$ cat config.mk
export PLATFORM = sky130hd
export DESIGN_NAME = contador_bcd_barrido
export DESIGN_NICKNAME = d
export VERILOG_FILES = /design/src/rtl/contador_bcd_barrido.sv
export SDC_FILE = /design/constraint.sdc
export NUM_CORES = 1
export LEC_CHECK = 0
export BUFFER_PORTS_ARGS = -buffer_cell sky130_fd_sc_hd__buf_4
export CAP_MARGIN = 20
export CELL_PAD_IN_SITES_DETAIL_PLACEMENT = 0
export CELL_PAD_IN_SITES_GLOBAL_PLACEMENT = 2
export CORE_MARGIN = 1
export CORE_UTILIZATION = 25
export CTS_CLUSTER_SIZE = 25
export DETAILED_ROUTE_END_ITERATION = 12
export GPL_TIMING_DRIVEN = 1
export HOLD_SLACK_MARGIN = 0.03
export PLACE_DENSITY_LB_ADDON = 0.1
export SYNTH_ARGS = -nofsm -noshare
export SYNTH_HDL_FRONTEND = slang
export SYNTH_SLANG_ARGS = --single-unit
$ cat constraint.sdc
create_clock -name clk -period 2.05 [get_ports clk]
set_input_delay 0.3075 -clock clk [delete_from_list [all_inputs] [get_ports clk]]
set_output_delay 0.3075 -clock clk [all_outputs]
set_load 0.05 [all_outputs]
$ cat src/rtl/contador_bcd_barrido.sv
// Two-digit BCD counter with prescaled tick, programmable wrap and a display-scan generator.
// Define CUENTA_REGRESIVA_EN to add the up_dn port and down-counting with borrow wrap.
module contador_bcd_barrido #(
  parameter int unsigned PRESCALE  = 50_000_000,
  parameter int unsigned SCAN_DIV  = 50_000,
  parameter int unsigned MAX_COUNT = 59
) (
  input  logic       clk,
  input  logic       reset_n,
  input  logic       en,
  input  logic       clr,
  input  logic       cargar,
  input  logic [7:0] dato_carga,
`ifdef CUENTA_REGRESIVA_EN
  input  logic       up_dn,
`endif
  output logic [3:0] D1,
  output logic [3:0] D0,
  output logic       Seleccion,
  output logic [1:0] anodo,
  output logic       acarreo
);

  localparam logic [31:0] PRE_LAST  = 32'(PRESCALE - 1);
  localparam logic [31:0] SCAN_LAST = 32'(SCAN_DIV - 1);
  localparam logic [3:0]  MAX_T     = 4'(MAX_COUNT / 10);
  localparam logic [3:0]  MAX_U     = 4'(MAX_COUNT % 10);

  logic [31:0] presc_reg, presc_next;
  logic [31:0] scan_reg;
  logic        sel_reg;
  logic [3:0]  d1_reg, d1_next;
  logic [3:0]  d0_reg, d0_next;
  logic        carry_reg, carry_next;
  logic        tick;
  logic        load_ok;
  logic        count_up;
  logic [3:0]  load_t, load_u;

`ifdef CUENTA_REGRESIVA_EN
  assign count_up = up_dn;
`else
  assign count_up = 1'b1;
`endif

  assign load_t = dato_carga[7:4];
  assign load_u = dato_carga[3:0];
  // Both nibbles must be BCD and the value must not exceed the wrap point.
  assign load_ok = (load_t <= 4'd9) && (load_u <= 4'd9) &&
                   ((load_t < MAX_T) || ((load_t == MAX_T) && (load_u <= MAX_U)));

  assign tick = en && (presc_reg == PRE_LAST);

  always_comb begin
    presc_next = presc_reg;
    if (clr) begin
      presc_next = '0;
    end else if (cargar && load_ok) begin
      presc_next = '0;
    end else if (en) begin
      presc_next = tick ? '0 : presc_reg + 32'd1;
    end
  end

  always_comb begin
    d1_next    = d1_reg;
    d0_next    = d0_reg;
    carry_next = 1'b0;
    if (clr) begin
      d1_next = '0;
      d0_next = '0;
    end else if (cargar) begin
      if (load_ok) begin
        d1_next = load_t;
        d0_next = load_u;
      end
    end else if (tick) begin
      if (count_up) begin
        if ((d1_reg == MAX_T) && (d0_reg == MAX_U)) begin
          d1_next    = '0;
          d0_next    = '0;
          carry_next = 1'b1;
        end else if (d0_reg == 4'd9) begin
          d0_next = '0;
          d1_next = d1_reg + 4'd1;
        end else begin
          d0_next = d0_reg + 4'd1;
        end
      end else begin
        if ((d1_reg == 4'd0) && (d0_reg == 4'd0)) begin
          d1_next    = MAX_T;
          d0_next    = MAX_U;
          carry_next = 1'b1;
        end else if (d0_reg == 4'd0) begin
          d0_next = 4'd9;
          d1_next = d1_reg - 4'd1;
        end else begin
          d0_next = d0_reg - 4'd1;
        end
      end
    end
  end

  always_ff @(posedge clk or negedge reset_n) begin
    if (!reset_n) begin
      presc_reg <= '0;
      d1_reg    <= '0;
      d0_reg    <= '0;
      carry_reg <= 1'b0;
    end else begin
      presc_reg <= presc_next;
      d1_reg    <= d1_next;
      d0_reg    <= d0_next;
      carry_reg <= carry_next;
    end
  end

  // Scan runs free of en/clr/cargar so the display never freezes on one digit.
  always_ff @(posedge clk or negedge reset_n) begin
    if (!reset_n) begin
      scan_reg <= '0;
      sel_reg  <= 1'b0;
    end else if (scan_reg == SCAN_LAST) begin
      scan_reg <= '0;
      sel_reg  <= ~sel_reg;
    end else begin
      scan_reg <= scan_reg + 32'd1;
    end
  end

  assign D1        = d1_reg;
  assign D0        = d0_reg;
  assign Seleccion = sel_reg;
  assign anodo     = sel_reg ? 2'b01 : 2'b10;
  assign acarreo   = carry_reg;

endmodule
==> flow_summary.yaml, run 1 <==
status:
  outcome: "finished with violations"
  violations: "negative setup slack"
place:
  dp_cells: 683
  gp_congestion: 0.722
  portBuffers: 24
  place_hpwl_mm: 7.52
  postPlaceCellArea_mm2: 0.00472
finish:
  final_core_util_pct: 33.5
  stdcell_count: 701
  diodes: 0
  fin_area_mm2: 0.00513
  nets: 504
  drive_gt1_share_pct: 23.1
  synthToLayoutAreaGrowth_pct: 30.1
timing:
  relSlewSlack_pct: 60.6
  fmax_mhz: 487
  worst_pin_slew_ps: 590
  finalSetupViolCount: 4
  rsz0062_at_grt: "yes"
  worst_clock_skew_ps: 6.06
  period_needed_ps: 2050
  period_share_pct: 100
  fin_tns_setup_ps: -15.0
  worst_slack_ps: -4.54
  slew_viol_final: 0
  hold_viol_final: 0
pwr:
  ir_drop_uv: 369
  total_leakage_power_nw: 2.18
  p_total_mw: 3.57
  power_density_mw_per_mm2: 697
grt:
  grt_max_degree: 34
  grt-ovfl-total: 0
  grt_pass1_wl_mm: 17.5
  grt_usage_pct: 14.1
  grt_pass1_vias: 3343
  antenna_found_initial: 0
synth:
  synth_top_area_cell: "dfrtp_1"
  synth.net_count: 427
  synth.avg_cell_area_um2: 9.66
  synthCells: 408
  synth_seq_area_share_pct: 47.0
  yosysWarnings: 0
  synthesis.area_mm2: 0.00394
  synth_edf_count: 0
  synth.distinct_cells: 52
  netlist_top_cells_area: "dfrtp_1 (47%), xnor2_1 (6.4%), xor2_1 (5.1%)"
  netlist_top_cells_count: "dfrtp_1 (74), nor2_1 (45), nand2_1 (34)"
  yosysMostFrequentCell: "dfrtp_1"
  synth_top_cell_area_share_pct: 47.0
  ys_async_sr_fraction_pct: 100
  ys_ff_latch: 74
  synth_ff_type: "dfrtp_1"
setup_path:
  r2r_cells: 6
  cp-start-kind: "flop"
  crit_arrival_ps: 2280
  startpoint: "presc_reg[27]$_DFFE_PN0P_"
  critical_path_required_ps: 2280
  crit_path_max_fanout: 22
  timing.rr.start: "presc_reg[27]$_DFFE_PN0P_"
  cp-end-kind: "flop"
  crit_type: "reg -> reg"
drt:
  avgRoutedWirePerCell_um: 15.0
  drtIter0Drc: 111
  firstDrtPassIters: 4
  via_per_inst: 4.66
  finalWirelength_mm: 10.5
  drc: 0
  vias: 3268
  postRouteAntennaNets: 0
floorplan:
  rows: 45
  die_area_mm2: 0.0163
  design.core.area_mm2: 0.0153
  chipHeight_um: 128
  die_w_um: 128
  io_pins: 25
  start_util_pct: 25.7
cts:
  clock_latency_ps: 340
  h-tree-depth: 3
  cts.sink_count: 74
  clock-root-buffer: "clkbuf_16"
  cts_tree: "done"
  cts_buffer_depth: 2
  path_clk_slew_ps: 60
  cts_buffers: 9
hold_path:
  whs_path_depth: 3
  hold_class: "in -> reg"
  min_from: "dato_carga[7]"
job:
  maxCapViolations: 0
[metrics by stage]
stage	setup slack (ps)	hold WS [ps]
after floorplan	-38.0	11.9
after global routing	-107	276
after CTS	-11.5	267
final	-4.54	281
after detailed placement	-20.5	302
after global placement	-39.4	307
[cell type report]
type	instances	area (um2)
fill	1609	10200
multi-input combinational	312	2040
sequential	74	1850
timing repair buffer	76	602
tap	211	264
clock buffer	10	229
clock inverter	6	90.1
inverter	12	45.0
[power breakdown]
| group | total [mW] | internal (mW) | switching, mW |
|---|---|---|---|
| sequential | 1.50 | 1.48 | 0.0229 |
| clock | 1.74 | 1.07 | 0.664 |
| combinational | 0.332 | 0.121 | 0.211 |
[worst max-delay path, stage by stage, from the launching register on]
cell and delay (ps):
dfrtp_1 390, or4_1 490, or3_4 370, or3_4 360, nand2_4 90, buf_12 160
nor2_1 60
[cell usage in the layout, fill, tap and decap left out, drive strengths merged, types with 2 or more instances in the layout]
cell type,n
a21oi,15
and2,4
and3,11
and4,4
buf,75
bufinv,2
clkbuf,10
clkinv,2
dfrtp,74
ha,6
inv,13
nand2,35
nand3,31
nand3b,2
nand4,21
nor2,45
nor2b,3
nor3,8
nor3b,2
nor4,16
nor4b,3
o21a,2
o21ai,11
o31ai,8
or3,6
or4,11
xnor2,29
xor2,23
[cells by family (layout without fill, tap and decap cells)]
| family | after synthesis | in the layout | synth area share [%] |
|---|---|---|---|
| adder cells (fa/ha/maj) | 6 | 6 | 1.90 |
| multiplexers | 2 | 2 | 0.540 |
| AND/OR/NAND/NOR | 205 | 205 | 28.3 |
| AO/OA/AOI/OAI | 47 | 47 | 7.97 |
| XOR/XNOR | 52 | 52 | 11.6 |
| flip-flops | 74 | 74 | 47.0 |
| buffers and inverters | 22 | 104 | 2.70 |
[path summary, 6_finish.rpt]
check | end | slack, ps
setup / recovery | presc_reg[20]$_DFFE_PN0P_ | -5
hold / removal | D1[3]$_DFFE_PN0P_ | 280
setup reg to reg | presc_reg[20]$_DFFE_PN0P_ | -5
hold reg to reg | scan_reg[20]$_DFF_PN0_ | 490
max in group asynchronous | scan_reg[2]$_DFF_PN0_ | 1050
min in group asynchronous | presc_reg[16]$_DFFE_PN0P_ | 460
[timing repair]
action / 4_1_cts / 5_1_grt
endpoints found under the setup margin: 24 / 38
hold endpoints to repair: 30 / 0
setup buffers: 1 / 0
hold buffers: 1 / 0
pin swaps: 0 / 3
gates cloned: 0 / 0
gates resized for setup: 2 / 18
[routing by layer]
metal / part of all wire (%) / routed length [um] / GRT usage [%] / vias up
met4: 1.4 / 146 / 5.04 / 0
met1: 46 / 4840 / 16.9 / 1610
li1: - / - / - / 1621
met3: 2.3 / 239 / 3.35 / 10
met2: 50 / 5270 / 24.6 / 27
met5: 0 / 0 / 0 / -
Power figures use the tool's default switching activity.
==> inputs of run 2 (changes only) <==
--- a/config.mk
+++ b/config.mk
@@ -5,7 +5,6 @@
 export SDC_FILE = /design/constraint.sdc
 export NUM_CORES = 1
 export LEC_CHECK = 0
-export BUFFER_PORTS_ARGS = -buffer_cell sky130_fd_sc_hd__buf_4
 export CAP_MARGIN = 20
 export CELL_PAD_IN_SITES_DETAIL_PLACEMENT = 0
 export CELL_PAD_IN_SITES_GLOBAL_PLACEMENT = 2
@@ -13,6 +12,7 @@
 export CORE_UTILIZATION = 25
 export CTS_CLUSTER_SIZE = 25
 export DETAILED_ROUTE_END_ITERATION = 12
+export DONT_BUFFER_PORTS = 1
 export GPL_TIMING_DRIVEN = 1
 export HOLD_SLACK_MARGIN = 0.03
 export PLACE_DENSITY_LB_ADDON = 0.1
==> flow_summary.yaml, run 2 (same netlist as run 1, synthesis figures left out) <==
floorplan:
  chipHeight_um: 128
  io_pins: 25
  start_util_pct: 25.7
  rows: 45
  die_area_mm2: 0.0163
  design.core.area_mm2: 0.0153
  die_w_um: 128
setup_path:
  crit_arrival_ps: 2310
  startpoint: "presc_reg[26]$_DFFE_PN0P_"
  crit_path_max_fanout: 16
  crit_slowest_cell: "or4_4"
  crit_type: "reg -> reg"
  cp-end-kind: "flop"
  cp-start-kind: "flop"
  timing.rr.start: "presc_reg[26]$_DFFE_PN0P_"
  critical_path_required_ps: 2260
  critPathMostFrequentCell: "or3_4"
  worstPathCellList: "or4_4, or3_4, or3_4, nand2_4, buf_12, a21oi_1"
  max_stage_delay_ps: 530
drt:
  postRouteAntennaNets: 0
  drtIter0Drc: 135
  finalWirelength_mm: 10.7
  vias: 3220
  via_per_inst: 4.71
  firstDrtPassIters: 4
  avgRoutedWirePerCell_um: 15.6
  drc: 0
timing:
  relSlewSlack_pct: 54.2
  hold_viol_final: 0
  period_share_pct: 102
  fmax_mhz: 476
  fin_tns_setup_ps: -1010
  rsz0062_at_grt: "yes"
  finalSetupViolCount: 34
  slew_viol_final: 0
  worst_pin_slew_ps: 684
  period_needed_ps: 2100
  worst_clock_skew_ps: 9.61
  worst_slack_ps: -49.9
grt:
  grt_pass1_vias: 3332
  grt_usage_pct: 14.4
  grt_max_degree: 75
  antenna_found_initial: 0
  grt_pass1_wl_mm: 17.7
  grt-ovfl-total: 0
pwr:
  power_switching_mw: 0.884
  power_density_mw_per_mm2: 668
  p_int_mw: 2.44
  p_clk_share_pct: 45.8
  switching_share_pct: 26.6
  comb_power_share_pct: 9.3
  total_leakage_power_nw: 2.08
  p_total_mw: 3.33
  power_frac_seq_pct: 44.9
  ir_drop_uv: 337
finish:
  final_cell_mix: "dfrtp_1 (74), buf_4 (55), nor2_1 (43), nand2_1 (32), nand3_1 (30)"
  final_common_cell: "dfrtp_1"
  synthToLayoutAreaGrowth_pct: 26.3
  diodes: 0
  nets: 487
  drive_gt1_share_pct: 20.9
hold_path:
  min_from: "en"
  hold_class: "in -> reg"
place:
  place_hpwl_mm: 7.50
  post-place-ws_ps: -57.2
  gp_congestion: 0.740
  portBuffers: 0
status:
  outcome: "finished with violations"
  violations: "negative setup slack"
cts:
  cts.sink_count: 74
  cts_tree: "done"
  cts_buffers: 9
  clock_latency_ps: 340
  h-tree-depth: 3
  cts_buffer_depth: 2
  path_clk_slew_ps: 60
  clock-root-buffer: "clkbuf_16"
job:
  maxCapViolations: 0
==> run 2: final cells by class <==
cell class              count  area [um2]
fillers                  1644       10300
multi-input cells         312        2050
flip-flops and latches     74        1850
repair buffers             59         490
well taps                 211         264
clock buffers              11         243
inverters                  12        45.0
clock inverters             5        37.5
==> run 2: power groups by stage <==
stage | combinational, mW | clock [mW] | sequential [mW]
5_1_grt | 0.339 | 1.66 | 1.49
2_1_floorplan | 0.103 | 0 | 1.59
3_3_place_gp | 0.264 | 0 | 1.52
3_5_place_dp | 0.264 | 0 | 1.52
4_1_cts | 0.310 | 1.59 | 1.49
6_report | 0.309 | 1.52 | 1.49
==> run 2: layer usage <==
| layer | vias to the layer above | global-route usage [%] | share of wire (%) | wire length, um |
|---|---|---|---|---|
| li1 | 1593 | - | - | - |
| met1 | 1577 | 17.4 | 45 | 4830 |
| met2 | 41 | 24.9 | 51 | 5410 |
| met3 | 9 | 3.27 | 3.1 | 328 |
| met4 | 0 | 5.04 | 0.95 | 101 |
| met5 | - | 0 | 0 | 0 |
==> run 2: path summary, 6_finish.rpt <==
kind | endpoint | slack (ps) | cells after the start
max | presc_reg[27]$_DFFE_PN0P_ | -50 | 6
min | presc_reg[1]$_DFFE_PN0P_ | 130 | 2
max reg2reg | presc_reg[27]$_DFFE_PN0P_ | -50 | 6
min reg2reg | scan_reg[31]$_DFF_PN0_ | 470 | 1
max in group asynchronous | scan_reg[3]$_DFF_PN0_ | 1160 | 2
min in group asynchronous | presc_reg[29]$_DFFE_PN0P_ | 540 | 2
==> run 2: what timing repair did <==
item                       4_1_cts  5_1_grt
resized for setup                5       16
hold buffers                     2        0
setup buffers                    0        2
hold endpoints to repair        74        0
setup endpoints to repair       34       38
pin swaps                        1        5
gates cloned                     0        0
==> run 2: worst max-delay path: cells and delay by family, from the launching register on <==
kind | cells | cell delay [ps]
compound gates | 1 | 50
buf+inv | 1 | 160
flops | 1 | 380
simple gates | 4 | 1380
==> run 2: through the flow <==
stage	util (%)	cells	hold WS [ps]	area, um2
detailed placement	29.9	664	14.9	4580
global placement	29.9	664	14.4	4580
global route	32.5	684	110	4980
finish	32.5	684	133	4980
floorplan	-	408	11.9	3940
CTS	32.1	682	142	4910
